File: config.mk
export PLATFORM = sky130hd
export DESIGN_NAME = fifo_wr_arbiter
export DESIGN_NICKNAME = d
export VERILOG_FILES = /design/src/rtl/fifo_wr_arbiter.sv
export SDC_FILE = /design/constraint.sdc
export NUM_CORES = 1
export LEC_CHECK = 0
export ABC_AREA = 1
export CAP_MARGIN = 0
export CORE_AREA = 8 8 45 47
export DETAILED_ROUTE_END_ITERATION = 8
export DIE_AREA = 0 0 53 55
export PLACE_DENSITY = 0.74
export SETUP_SLACK_MARGIN = 0.3
export SKIP_LAST_GASP = 1
export SLEW_MARGIN = 10
export SYNTH_ARGS = -nofsm -noshare
export SYNTH_HDL_FRONTEND = slang
export SYNTH_SLANG_ARGS = --single-unit
File: constraint.sdc
create_clock -name clk -period 1.7 [get_ports clk]
set_input_delay 0.34 -clock clk [delete_from_list [all_inputs] [get_ports clk]]
set_output_delay 0.34 -clock clk [all_outputs]
set_load 0.02 [all_outputs]
File: src/rtl/fifo_wr_arbiter.sv
// Two-requester write arbiter onto one synchronous FIFO: one grant cycle from IDLE, bursts of up to 1<<BURST_BITS beats.
// Latency 1 cycle to grant; writes combinational while granted; fifo_full stalls the owner.
// FIFO_ARB_FIXED_PRIO_EN: req0 always wins a tie instead of round-robin.
module fifo_wr_arbiter #(
    parameter int DATA_SIZE  = 8,
    parameter int BURST_BITS = 2
) (
    input  logic                 clk,
    input  logic                 rst,
    input  logic                 req0_valid,
    input  logic                 req1_valid,
    input  logic [DATA_SIZE-1:0] req0_data,
    input  logic [DATA_SIZE-1:0] req1_data,
    output logic                 req0_ready,
    output logic                 req1_ready,
    input  logic                 fifo_full,
    output logic                 fifo_we,
    output logic [DATA_SIZE-1:0] fifo_wrdata,
    output logic [1:0]           gnt
);

    typedef enum logic [1:0] {
        IDLE   = 2'd0,
        GRANT0 = 2'd1,
        GRANT1 = 2'd2
    } state_t;

    localparam logic [BURST_BITS-1:0] CNT_MAX = '1;

    state_t                state;
    logic [BURST_BITS-1:0] cnt;
    logic                  own_valid;
    logic                  rel;
    logic                  any_valid;
    logic                  win1;
`ifndef FIFO_ARB_FIXED_PRIO_EN
    logic                  last;
`endif

    always_comb begin
        own_valid   = ((state == GRANT0) & req0_valid) | ((state == GRANT1) & req1_valid);
        fifo_we     = own_valid & ~fifo_full;
        req0_ready  = (state == GRANT0) & ~fifo_full;
        req1_ready  = (state == GRANT1) & ~fifo_full;
        fifo_wrdata = (state == GRANT1) ? req1_data : req0_data;
        rel         = (state != IDLE) & (~own_valid | (fifo_we & (cnt == CNT_MAX)));
        any_valid   = req0_valid | req1_valid;
`ifdef FIFO_ARB_FIXED_PRIO_EN
        win1        = req1_valid & ~req0_valid;
`else
        // last=0 means req0 was served last, so req1 takes a tie
        win1        = req1_valid & (~req0_valid | ~last);
`endif
    end

    always_ff @(posedge clk or negedge rst) begin
        if (!rst) begin
            state <= IDLE;
            gnt   <= 2'b00;
            cnt   <= '0;
`ifndef FIFO_ARB_FIXED_PRIO_EN
            last  <= 1'b1;
`endif
        end else if ((state == IDLE) || rel) begin
            // arbitrate; a re-grant to the same owner also restarts the burst
            cnt <= '0;
            if (any_valid) begin
                state <= win1 ? GRANT1 : GRANT0;
                gnt   <= win1 ? 2'b10 : 2'b01;
`ifndef FIFO_ARB_FIXED_PRIO_EN
                last  <= win1;
`endif
            end else begin
                state <= IDLE;
                gnt   <= 2'b00;
            end
        end else if (fifo_we) begin
            cnt <= cnt + 1'b1;
        end
    end

endmodule

After elaboration in Yosys (flattened, before gate mapping)
Cells that the tools add are included.
{"block": "word_totals", "wordCells": 33, "register_bits": 5, "out_inout_bits": 13, "inputBits": 21}
{"block": "classes", "reduce_logical": 5, "mux": 5, "add_sub_neg": 1, "n_bitwise": 16, "n_eq_ne": 3}
{"operator": "bitwise AND 1 bit", "n": 8}
{"operator": "two-way mux 2 bit", "n": 4}
{"operator": "two-way mux 8 bit", "n": 1}
{"operator": "== test 2 bit (second input constant)", "n": 2}
{"operator": "NOT 1 bit", "n": 4}
{"operator": "bitwise OR 1 bit", "n": 4}
{"operator": "nonzero test 2 bit", "n": 2}
{"operator": "adder 2 x 1 -> 2 bit (second input constant)", "n": 1}
{"operator": "== test 2 x 1 -> 1 bit (second input constant)", "n": 1}
{"operator": "zero test 2 bit", "n": 1}
{"operator": "AND reduction 2 bit", "n": 1}
{"operator": "logical OR 1 bit", "n": 1}

Depth between registers and ports, before layout
{"block": "logic_depth", "word_depth": 9, "depth_mapped": 7}

Least setup slack after synthesis
No wires, ideal clock.
{"block": "synth_path", "kind": "register to output", "start": "reg, netlist name gnt[0]", "end": "out fifo_wrdata[0]", "setup_slack_ns": 0.232, "required_ns": 1.360, "path_stages_with_launch": 4, "arrival_ns": 1.128, "cell_sequence": "dfrtp_1 -> inv_1 -> nand2_2 -> mux2_2"}
{"item": "to (decl)", "line": "18", "text": "output logic [DATA_SIZE-1:0] fifo_wrdata,"}

==> results.py <==
metrics = {
    "global_routing": {
        "grt_max_degree": 7,
        "antenna_found_initial": 0,
        "grt_use_total_pct": 10.9,
        "gr-total-overflow": 0,
        "grt_pass1_wl_mm": 2.35,
        "grt_pass1_vias": 544,
    },
    "synthesis": {
        "synth_top_cell_area_share_pct": 26.8,
        "synth_seq_cells": 5,
        "syn_inst": 44,
        "async_flop_share_pct": 100,
        "synth.cell_area_um2": 373,
        "synth_ff_type": "dfrtp_1",
        "synth_edf_count": 0,
        "synth-seq-area-share_pct": 33.9,
        "synthesis.nets": 66,
        "avgSynthCellArea_um2": 8.47,
        "yosysWarningCount": 0,
        "ys_top_cells_by_area": "dfrtp_1 (27%), mux2_2 (24%), nand2_1 (8.1%)",
        "synth_common_cells": "mux2_2 (8), nand2_1 (8), dfrtp_1 (4), inv_1 (4), nor2_1 (3)",
        "yosysTopAreaCell": "dfrtp_1",
        "synth.distinct_cells": 18,
    },
    "timing": {
        "hold_ws_ns": 0.316,
        "max_freq_ghz": 0.616,
        "relSlewSlack_pct": 84.1,
        "hold_viol_final": 0,
        "drv_slew": 0,
        "finalClockSkew_ns": 0.00220,
        "rsz0062_at_grt": "true",
        "fin_crit_ns": 1.62,
        "tightest_slew_ns": 0.237,
        "finalCritPeriodShare_pct": 95.5,
        "setup_viol_count_final": 0,
    },
    "power_and_ir_drop": {
        "p_sw_mw": 0.446,
        "vdd_drop_max_uv": 841,
        "p_clk_share_pct": 12.5,
        "power_frac_seq_pct": 19.1,
        "power.internal_mw": 0.644,
        "power.share.switching_pct": 40.9,
        "p_total_mw": 1.09,
        "power_density_mw_per_mm2": 1200,
        "pwr-share-comb_pct": 68.4,
        "leakage_nw": 0.441,
    },
    "placed_design": {
        "place_congestion": 0.680,
        "post_dp_cell_area_um2": 772,
        "dp_hpwl_mm": 1.19,
        "port_buffers": 33,
        "placedCellCount": 99,
    },
    "setup_path": {
        "crit_slowest_cell": "dfrtp_2",
        "start_kind": "register",
        "slowest_delay_ns": 0.45,
        "crit_type": "register to output port",
        "cp_max_fo": 4,
        "worstPathRequired_ns": 1.36,
        "cp-startpoint": "gnt[1]",
        "regToRegSetupSlack_ns": 0.12,
        "reg2reg_from": "gnt[1]",
        "worstReg2RegEnd": "cnt[0]",
        "reg2reg_depth": 10,
        "worstPathArrival_ns": 1.28,
        "crit_chain": "buf_6 -> nor3_1 -> buf_4",
        "end_kind": "output port",
    },
    "routing": {
        "viasPerCell": 4.55,
        "drt_iter0_markers": 0,
        "routed_wirelength_mm": 1.63,
        "vias": 496,
        "dr.pass1.iters": 1,
        "drc": 0,
        "wire_per_inst_um": 15.0,
        "antenna_left": 0,
    },
    "die": {
        "num_rows": 14,
        "fp.coreArea_mm2": 0.00138,
        "die_y_um": 55,
        "dieArea_mm2": 0.00292,
        "start_util_pct": 26.9,
        "io_pins": 34,
        "fp.dieW_um": 53,
    },
    "cts": {
        "clock-sinks": 5,
        "htree_levels": 1,
        "cts_buffers": 3,
        "clk_latency_ns": 0.24,
        "clockBufferDepth": 2,
        "cts_hold_buffers": 0,
        "cts_tree": "yes",
        "clk_pin_slew_ns": 0.04,
        "cts_root_buf": "clkbuf_4",
    },
    "flow_run": {
        "maxCapViolCount": 0,
    },
    "worst_hold_path": {
        "hold_path.class": "input pin to async pin",
    },
    "outcome": {
        "status": "completed",
    },
    "cells_and_area": {
        "area_delta_synth_final_pct": 143,
        "num_antenna_cells": 0,
        "instances_no_fill": 109,
        "final_cell_area_um2": 907,
        "layout.nets": 116,
        "drive_above_1_share_pct": 53.8,
    },
}
critical path, delay by kind of cell (launching register included):
kind	cells	cell delay, ns
DFF	1	0.45
and+or+nand+nor	1	0.25
buffers and inverters	2	0.35
worst max-delay path by stage:
stage | depth (start not counted) | to | slack [ns]
finish | 3 | req0_ready | 0.08
global route | 5 | fifo_we | 0.04
CTS | 3 | fifo_wrdata[0] | 0.08
detailed placement | 4 | fifo_we | -0.33
global placement | 4 | fifo_we | -0.33
floorplan | 2 | fifo_wrdata[0] | 0.29
layout by cell type (no fill, tap or decap):
| master | count |
|---|---|
| mux2_2 | 5 |
| nand2_2 | 2 |
| nor2_1 | 3 |
| clkbuf_1 | 1 |
| o21ai_1 | 2 |
| nor3_1 | 1 |
| or2_2 | 1 |
| a22o_1 | 1 |
| dlygate4sd2_1 | 1 |
| inv_1 | 2 |
| ha_1 | 1 |
| buf_6 | 10 |
| o21a_1 | 1 |
| dfrtp_2 | 2 |
| mux2_4 | 3 |
| xor2_1 | 1 |
| nand2_4 | 2 |
| dfstp_2 | 1 |
| nand2_1 | 7 |
| nand3_4 | 2 |
| buf_4 | 13 |
| inv_2 | 1 |
| dfrtp_1 | 2 |
| a21oi_1 | 1 |
| inv_4 | 2 |
| buf_2 | 2 |
| clkdlybuf4s50_1 | 19 |
| clkbuf_4 | 3 |
| a21oi_4 | 1 |
repair_timing:
action | CTS | global route
resized for setup | 87 | 5
setup endpoints to repair | 13 | 17
setup buffers | 4 | 1
cloned | 1 | 0
pin swaps | 3 | 2
flip-flops by register name, summed over array words and instances (netlist names):
| name | flops |
|---|---|
| cnt | 2 |
| gnt | 2 |
| last | 1 |
per-layer routing:
layer / global-route usage (%) / part of all wire, % / up-vias / wire, µm
met5: 0 / 0 / - / 0
met4: 2.59 / 0 / 0 / 0
met3: 4.01 / 2.3 / 0 / 37
met2: 21.3 / 65 / 6 / 1050
met1: 10.7 / 33 / 243 / 540
li1: - / - / 247 / -
power groups by stage:
stage                     Clock (mW)  Combinational (mW)  Sequential [mW]
after detailed placement           0               0.602            0.188
final                          0.137               0.746            0.208
after CTS                      0.143               0.708            0.208
after global placement             0               0.596            0.188
after global routing           0.149               0.795            0.213
after floorplan                    0               0.270            0.215
area by class of cell:
| type | instances | area, µm² |
|---|---|---|
| Sequential cell | 5 | 129 |
| Inverter | 5 | 23.8 |
| Clock buffer | 4 | 26.3 |
| Tap cell | 16 | 20.0 |
| Timing Repair Buffer | 45 | 419 |
| Multi-Input combinational cell | 34 | 289 |
| Fill cell | 127 | 477 |
kinds of logic after synthesis:
logic type | synth area share (%)
and+or+nand+nor | 20.1
muxes | 24.2
AOI/OAI and AO/OA | 9.73
buffers and inverters | 6.37
DFF | 33.9
xor gates and xnor gates | 2.35
adders and majority gates | 3.36
through the flow:
step                setup slack, ns  TNS [ns]  utilization, %
floorplan                     0.287         0               -
global placement             -0.325     -2.19            55.8
detailed placement           -0.331     -2.26            55.8
CTS                          0.0791         0            63.7
global route                 0.0439         0            65.6
finish                       0.0768         0            65.6
Note: power is estimated with default switching activity, not from simulation.
